$ cat src/rtl/arb_pkg.sv
// Shared types and constants for the four-requester arbiter.
package arb_pkg;

    localparam int N_REQ = 4;
    localparam int ID_W  = 2;

    typedef enum logic [0:0] {
        ARB_IDLE  = 1'b0,
        ARB_GRANT = 1'b1
    } arb_state_t;

    typedef logic [N_REQ-1:0] req_vec_t;

    function automatic req_vec_t id_to_onehot(input logic [ID_W-1:0] id);
        req_vec_t v;
        v = '0;
        v[id] = 1'b1;
        return v;
    endfunction

endpackage

$ cat src/rtl/pri_enc4.sv
// Four-input priority encoder; the most significant set bit wins.
module pri_enc4
    import arb_pkg::*;
(
    input  logic [3:0] vec,
    output logic [1:0] idx,
    output logic       found
);

    // MSB-first search; an empty vector reports index 0 and found low
    always_comb begin
        idx   = 2'd0;
        found = 1'b1;
        if (vec[3]) begin
            idx = 2'd3;
        end else if (vec[2]) begin
            idx = 2'd2;
        end else if (vec[1]) begin
            idx = 2'd1;
        end else if (vec[0]) begin
            idx = 2'd0;
        end else begin
            found = 1'b0;
        end
    end

endmodule

$ cat src/rtl/req_arbiter.sv
// Four-requester arbiter with hold-time limit and one-shot timeout mask.
// Define REQ_ARBITER_RR_EN for round-robin instead of fixed MSB-first priority.
module req_arbiter
    import arb_pkg::*;
#(
    parameter int MAX_HOLD = 8
) (
    input  logic       clk,
    input  logic       rst_n,
    input  logic [3:0] req,
    output logic [3:0] gnt,
    output logic [1:0] gnt_id,
    output logic       gnt_vld,
    output logic       tout
);

    arb_state_t   state_r, state_nxt_s;
    req_vec_t     gnt_r, gnt_nxt_s, mask_r, mask_nxt_s;
    req_vec_t     elig_s, enc_in_s;
    logic [1:0]   gnt_id_r, gnt_id_nxt_s, enc_idx_s, win_id_s;
    logic         gnt_vld_r, tout_r, tout_nxt_s, enc_found_s;
    logic         owner_req_s, hold_done_s;
    logic [7:0]   cnt_r, cnt_nxt_s;

    assign elig_s      = req & ~mask_r;
    assign owner_req_s = |(req & gnt_r);
    assign hold_done_s = (cnt_r == 8'(MAX_HOLD - 1));

`ifdef REQ_ARBITER_RR_EN
    logic [1:0] last_id_r;

    // Rotate so the client after last_id lands on the encoder MSB
    always_comb begin
        enc_in_s = '0;
        for (int j = 0; j < N_REQ; j++) begin
            enc_in_s[j] = elig_s[2'(last_id_r - 2'(j))];
        end
    end

    assign win_id_s = last_id_r - enc_idx_s;

    // Remember the most recent winner for the next rotation
    always_ff @(posedge clk or negedge rst_n) begin
        if (!rst_n) begin
            last_id_r <= 2'd0;
        end else if (state_r == ARB_IDLE && enc_found_s) begin
            last_id_r <= win_id_s;
        end else begin
            last_id_r <= last_id_r;
        end
    end
`else
    assign enc_in_s = elig_s;
    assign win_id_s = enc_idx_s;
`endif

    pri_enc4 u_enc (
        .vec   (enc_in_s),
        .idx   (enc_idx_s),
        .found (enc_found_s)
    );

    // State and registered output storage
    always_ff @(posedge clk or negedge rst_n) begin
        if (!rst_n) begin
            state_r   <= ARB_IDLE;
            gnt_r     <= 4'b0000;
            gnt_id_r  <= 2'd0;
            gnt_vld_r <= 1'b0;
            tout_r    <= 1'b0;
            mask_r    <= 4'b0000;
            cnt_r     <= 8'd0;
        end else begin
            state_r   <= state_nxt_s;
            gnt_r     <= gnt_nxt_s;
            gnt_id_r  <= gnt_id_nxt_s;
            gnt_vld_r <= |gnt_nxt_s;
            tout_r    <= tout_nxt_s;
            mask_r    <= mask_nxt_s;
            cnt_r     <= cnt_nxt_s;
        end
    end

    // Next-state decision
    always_comb begin
        state_nxt_s = state_r;
        case (state_r)
            ARB_IDLE: begin
                if (enc_found_s) begin
                    state_nxt_s = ARB_GRANT;
                end else begin
                    state_nxt_s = ARB_IDLE;
                end
            end
            ARB_GRANT: begin
                if (!owner_req_s || hold_done_s) begin
                    state_nxt_s = ARB_IDLE;
                end else begin
                    state_nxt_s = ARB_GRANT;
                end
            end
            default: state_nxt_s = ARB_IDLE;
        endcase
    end

    // Next values of grant, counter, mask and timeout pulse
    always_comb begin
        gnt_nxt_s    = gnt_r;
        gnt_id_nxt_s = gnt_id_r;
        tout_nxt_s   = 1'b0;
        mask_nxt_s   = mask_r;
        cnt_nxt_s    = cnt_r;
        case (state_r)
            ARB_IDLE: begin
                // The mask only ever survives a single arbitration attempt
                mask_nxt_s = 4'b0000;
                cnt_nxt_s  = 8'd0;
                if (enc_found_s) begin
                    gnt_nxt_s    = id_to_onehot(win_id_s);
                    gnt_id_nxt_s = win_id_s;
                end else begin
                    gnt_nxt_s    = 4'b0000;
                    gnt_id_nxt_s = 2'd0;
                end
            end
            ARB_GRANT: begin
                if (!owner_req_s) begin
                    gnt_nxt_s    = 4'b0000;
                    gnt_id_nxt_s = 2'd0;
                end else if (hold_done_s) begin
                    gnt_nxt_s    = 4'b0000;
                    gnt_id_nxt_s = 2'd0;
                    tout_nxt_s   = 1'b1;
                    mask_nxt_s   = gnt_r;
                end else begin
                    cnt_nxt_s = cnt_r + 8'd1;
                end
            end
            default: begin
                gnt_nxt_s    = 4'b0000;
                gnt_id_nxt_s = 2'd0;
                mask_nxt_s   = 4'b0000;
                cnt_nxt_s    = 8'd0;
            end
        endcase
    end

    assign gnt     = gnt_r;
    assign gnt_id  = gnt_id_r;
    assign gnt_vld = gnt_vld_r;
    assign tout    = tout_r;

endmodule

$ cat config.mk
export PLATFORM = sky130hd
export DESIGN_NAME = req_arbiter
export DESIGN_NICKNAME = d
export VERILOG_FILES = /design/src/rtl/arb_pkg.sv /design/src/rtl/pri_enc4.sv /design/src/rtl/req_arbiter.sv
export SDC_FILE = /design/constraint.sdc
export NUM_CORES = 1
export LEC_CHECK = 0
export CAP_MARGIN = 20
export CORE_MARGIN = 2
export CORE_UTILIZATION = 35
export CTS_BUF_LIST = sky130_fd_sc_hd__clkbuf_16
export CTS_CLUSTER_SIZE = 16
export DETAILED_ROUTE_END_ITERATION = 16
export DONT_BUFFER_PORTS = 1
export PLACE_DENSITY_LB_ADDON = 0.25
export SKIP_LAST_GASP = 1
export SLEW_MARGIN = 40
export SYNTH_ARGS = -nofsm -noshare
export SYNTH_HDL_FRONTEND = slang
export SYNTH_SLANG_ARGS = --single-unit
$ cat constraint.sdc
create_clock -name clk -period 2.18 [get_ports clk]
set_input_delay 0.327 -clock clk [delete_from_list [all_inputs] [get_ports clk]]
set_output_delay 0.327 -clock clk [all_outputs]
set_load 0.05 [all_outputs]
==> flow_summary.toml <==
[flow_run]
drv_cap = 0

[sta]
hold_viol = 0
slew_headroom_pct = 66.6
rsz0062_at_grt = "no"
skew_ns = 0.00444
fin_setup_tns_ns = 0
finalMaxSlewViolations = 0
finalSetupViolations = 0
fmax_mhz = 592
min_period_over_period_pct = 77.5
tightestPinTransition_ns = 0.500
holdWs_ns = 0.0205
period_minus_slack_ns = 1.69

[clock_tree]
post_cts_buffers = 0
h-tree-depth = 1
cts_buffers = 3
clock_path_buffers = 2
cts_tree = "built"
cts.clk_slew.worst_paths_ns = 0.06
clock-sinks = 21
cts-resized-gates = 0
cts-root-buf = "clkbuf_16"
clock_latency_ns = 0.25

[synthesis]
synthAdderAreaFrac_pct = 1.22
synth_top_area_share_pct = 51.1
synth-compound-area-share_pct = 17.3
syn_area_um2 = 1030
syn_inst = 100
yosysWarnings = 0
synth.area.top_cells = "dfrtp_1 (51%), mux2i_1 (3.9%), a21oi_1 (3.4%)"
synthesis.nets = 107
synthDistinctLibCells = 32
seq_area_frac_synth_pct = 51.1
synthMuxAreaShare_pct = 3.89
synth_commonest_cells = "dfrtp_1 (21), nand2_1 (9), nor2_1 (8)"
synth_top_area_cell = "dfrtp_1"
synth_top_family_by_area = "simple AND/OR/NAND/NOR gates"
syn_avg_cell_area_um2 = 10.3
ys_seq_elements = 21
synth-simple-area-share_pct = 20.1
synth_edf_count = 0
yosysMostFrequentCell = "dfrtp_1"
ys_async_sr_fraction_pct = 100
synthFlopType = "dfrtp_1"
synth-xor-area-share_pct = 1.70

[critical_path]
crit_cells = 4
path_buf_inv = 0
critPathMaxStageDelay_ns = 0.42
crit_start = "cnt_r[3]$_DFFE_PN0P_"
path_delay_family = "simple AND/OR/NAND/NOR gates"
path_class = "flip-flop to flip-flop"
rrSetupSlack_ns = 0.49
cp-endpoint = "gnt_vld$_DFF_PN0_"
r2r_start = "cnt_r[3]$_DFFE_PN0P_"
r2r-end = "gnt_vld$_DFF_PN0_"
required_ns = 2.29
cpMaxStageDelayCell = "dfrtp_1"
crit_arrival_ns = 1.80
start_kind = "flip-flop"
r2r_cells = 4
cp_max_fo = 8
path_cells = "or3_1, nor2_1, or2_2, a22oi_1"
endpoint_kind = "flip-flop"

[global_route]
antenna_found_initial = 0
grt_usage_pct = 15.1
grt_pass1_vias = 792
grt_max_degree = 22
grt_overflow_total = 0
grt_first_pass_wirelength_mm = 3.81

[drt]
avgRoutedWirePerCell_um = 15.3
totalWireLength_mm = 2.07
detail-route-antenna-nets = 0
vias_per_cell = 5.61
initialDrtViolationCount = 14
remaining_drc_errors = 0
vias = 757
firstDrtPassIters = 4

[place]
place_inst = 130
portBuffers = 0
place_congestion = 0.725
place_hpwl_mm = 1.46

[floorplan]
die_y_um = 58.2
start_util_pct = 37.0
dieArea_um2 = 3390
row_count = 19
die_w_um = 58.2
core-area_um2 = 2780
ioPinCount = 14

[worst_hold_path]
hold_path.class = "input port to async pin"

[power_and_ir_drop]
powerDensity_nw_per_um2 = 1130
total_power_mw = 1.29
peakVddDrop_mv = 0.837
leakage_nw = 0.505

[final_layout]
drive_gt1_share_pct = 13.5
fill_cells = 271
final_util_pct = 41.1
instances_no_fill = 135
area_delta_synth_final_pct = 11.2
nets = 112
diodes = 0

[outcome]
status = "finished, final reports clean"
[worst reg2reg max path: stages (launching register included)]
cell and delay, ns:
dfrtp_1 0.42, or3_1 0.40, nor2_1 0.34, or2_2 0.28, a22oi_1 0.11
[cell type report]
class | count | area [um2] | area share, %
repair buffers | 5 | 35.0 | 3.06
inverters | 3 | 11.3 | 0.985
multi-input cells | 71 | 454 | 39.7
flip-flops and latches | 21 | 526 | 46.0
well taps | 31 | 38.8 | 3.39
clock buffers | 3 | 75.1 | 6.56
clock inverters | 1 | 3.75 | 0.328
[report_power, final]
group          leakage, nW  switching (mW)  internal, mW
registers            0.283           0.168         0.451
logic                0.180           0.190        0.0952
clock network       0.0423           0.140         0.244
[routing by layer]
| metal | vias to the layer above | routed length (um) | track usage, % |
|---|---|---|---|
| li1 | 374 | - | - |
| met1 | 366 | 912 | 18.3 |
| met2 | 12 | 1010 | 23.9 |
| met3 | 5 | 108 | 6.25 |
| met4 | 0 | 35 | 5.98 |
| met5 | - | 0 | 0 |
[per-stage QoR]
step	worst slack [ns]	area (um2)
after floorplan	0.347	1030
after detailed placement	0.500	1060
final	0.491	1140
after CTS	0.499	1150
after global routing	0.327	1140
after global placement	0.578	1060
[cell usage in the layout, fill, tap and decap left out, types with 4 or more instances in the layout]
master / instances
mux2i_1: 4
buf_4: 4
a21oi_1: 7
dfrtp_1: 21
nor2_1: 8
nand2_1: 9
or4_1: 4
inv_1: 4
[worst min-delay path by stage]
stage | start | end | slack, ns | cells after the start
after floorplan | rst_n | cnt_r[0]$_DFFE_PN0P_ | 0.03 | 0
after global placement | rst_n | cnt_r[6]$_DFFE_PN0P_ | 0.03 | 0
after detailed placement | rst_n | cnt_r[6]$_DFFE_PN0P_ | 0.03 | 0
after CTS | req[0] | state_r$_DFF_PN0_ | 0.25 | 2
after global routing | rst_n | cnt_r[6]$_DFFE_PN0P_ | 0.07 | 1
final | rst_n | cnt_r[6]$_DFFE_PN0P_ | 0.02 | 1
[registers in the layout, summed over array words and instances, names as in the netlist]
signal,count
cnt_r,8
gnt,4
gnt_id,2
gnt_vld,1
mask_r,4
state_r,1
tout,1
[what timing repair did]
item | CTS | global route
hold endpoints to repair | 21 | 0
hold buffers | 1 | 0
setup endpoints to repair | 0 | 0
[cell families after synthesis]
kind of cell / after synthesis
flip-flops: 21
AO/OA/AOI/OAI: 26
adder cells (fa/ha/maj): 1
buffers and inverters: 8
AND/OR/NAND/NOR: 38
XOR/XNOR: 2
multiplexers: 4
Note: power is estimated with default switching activity, not from simulation.
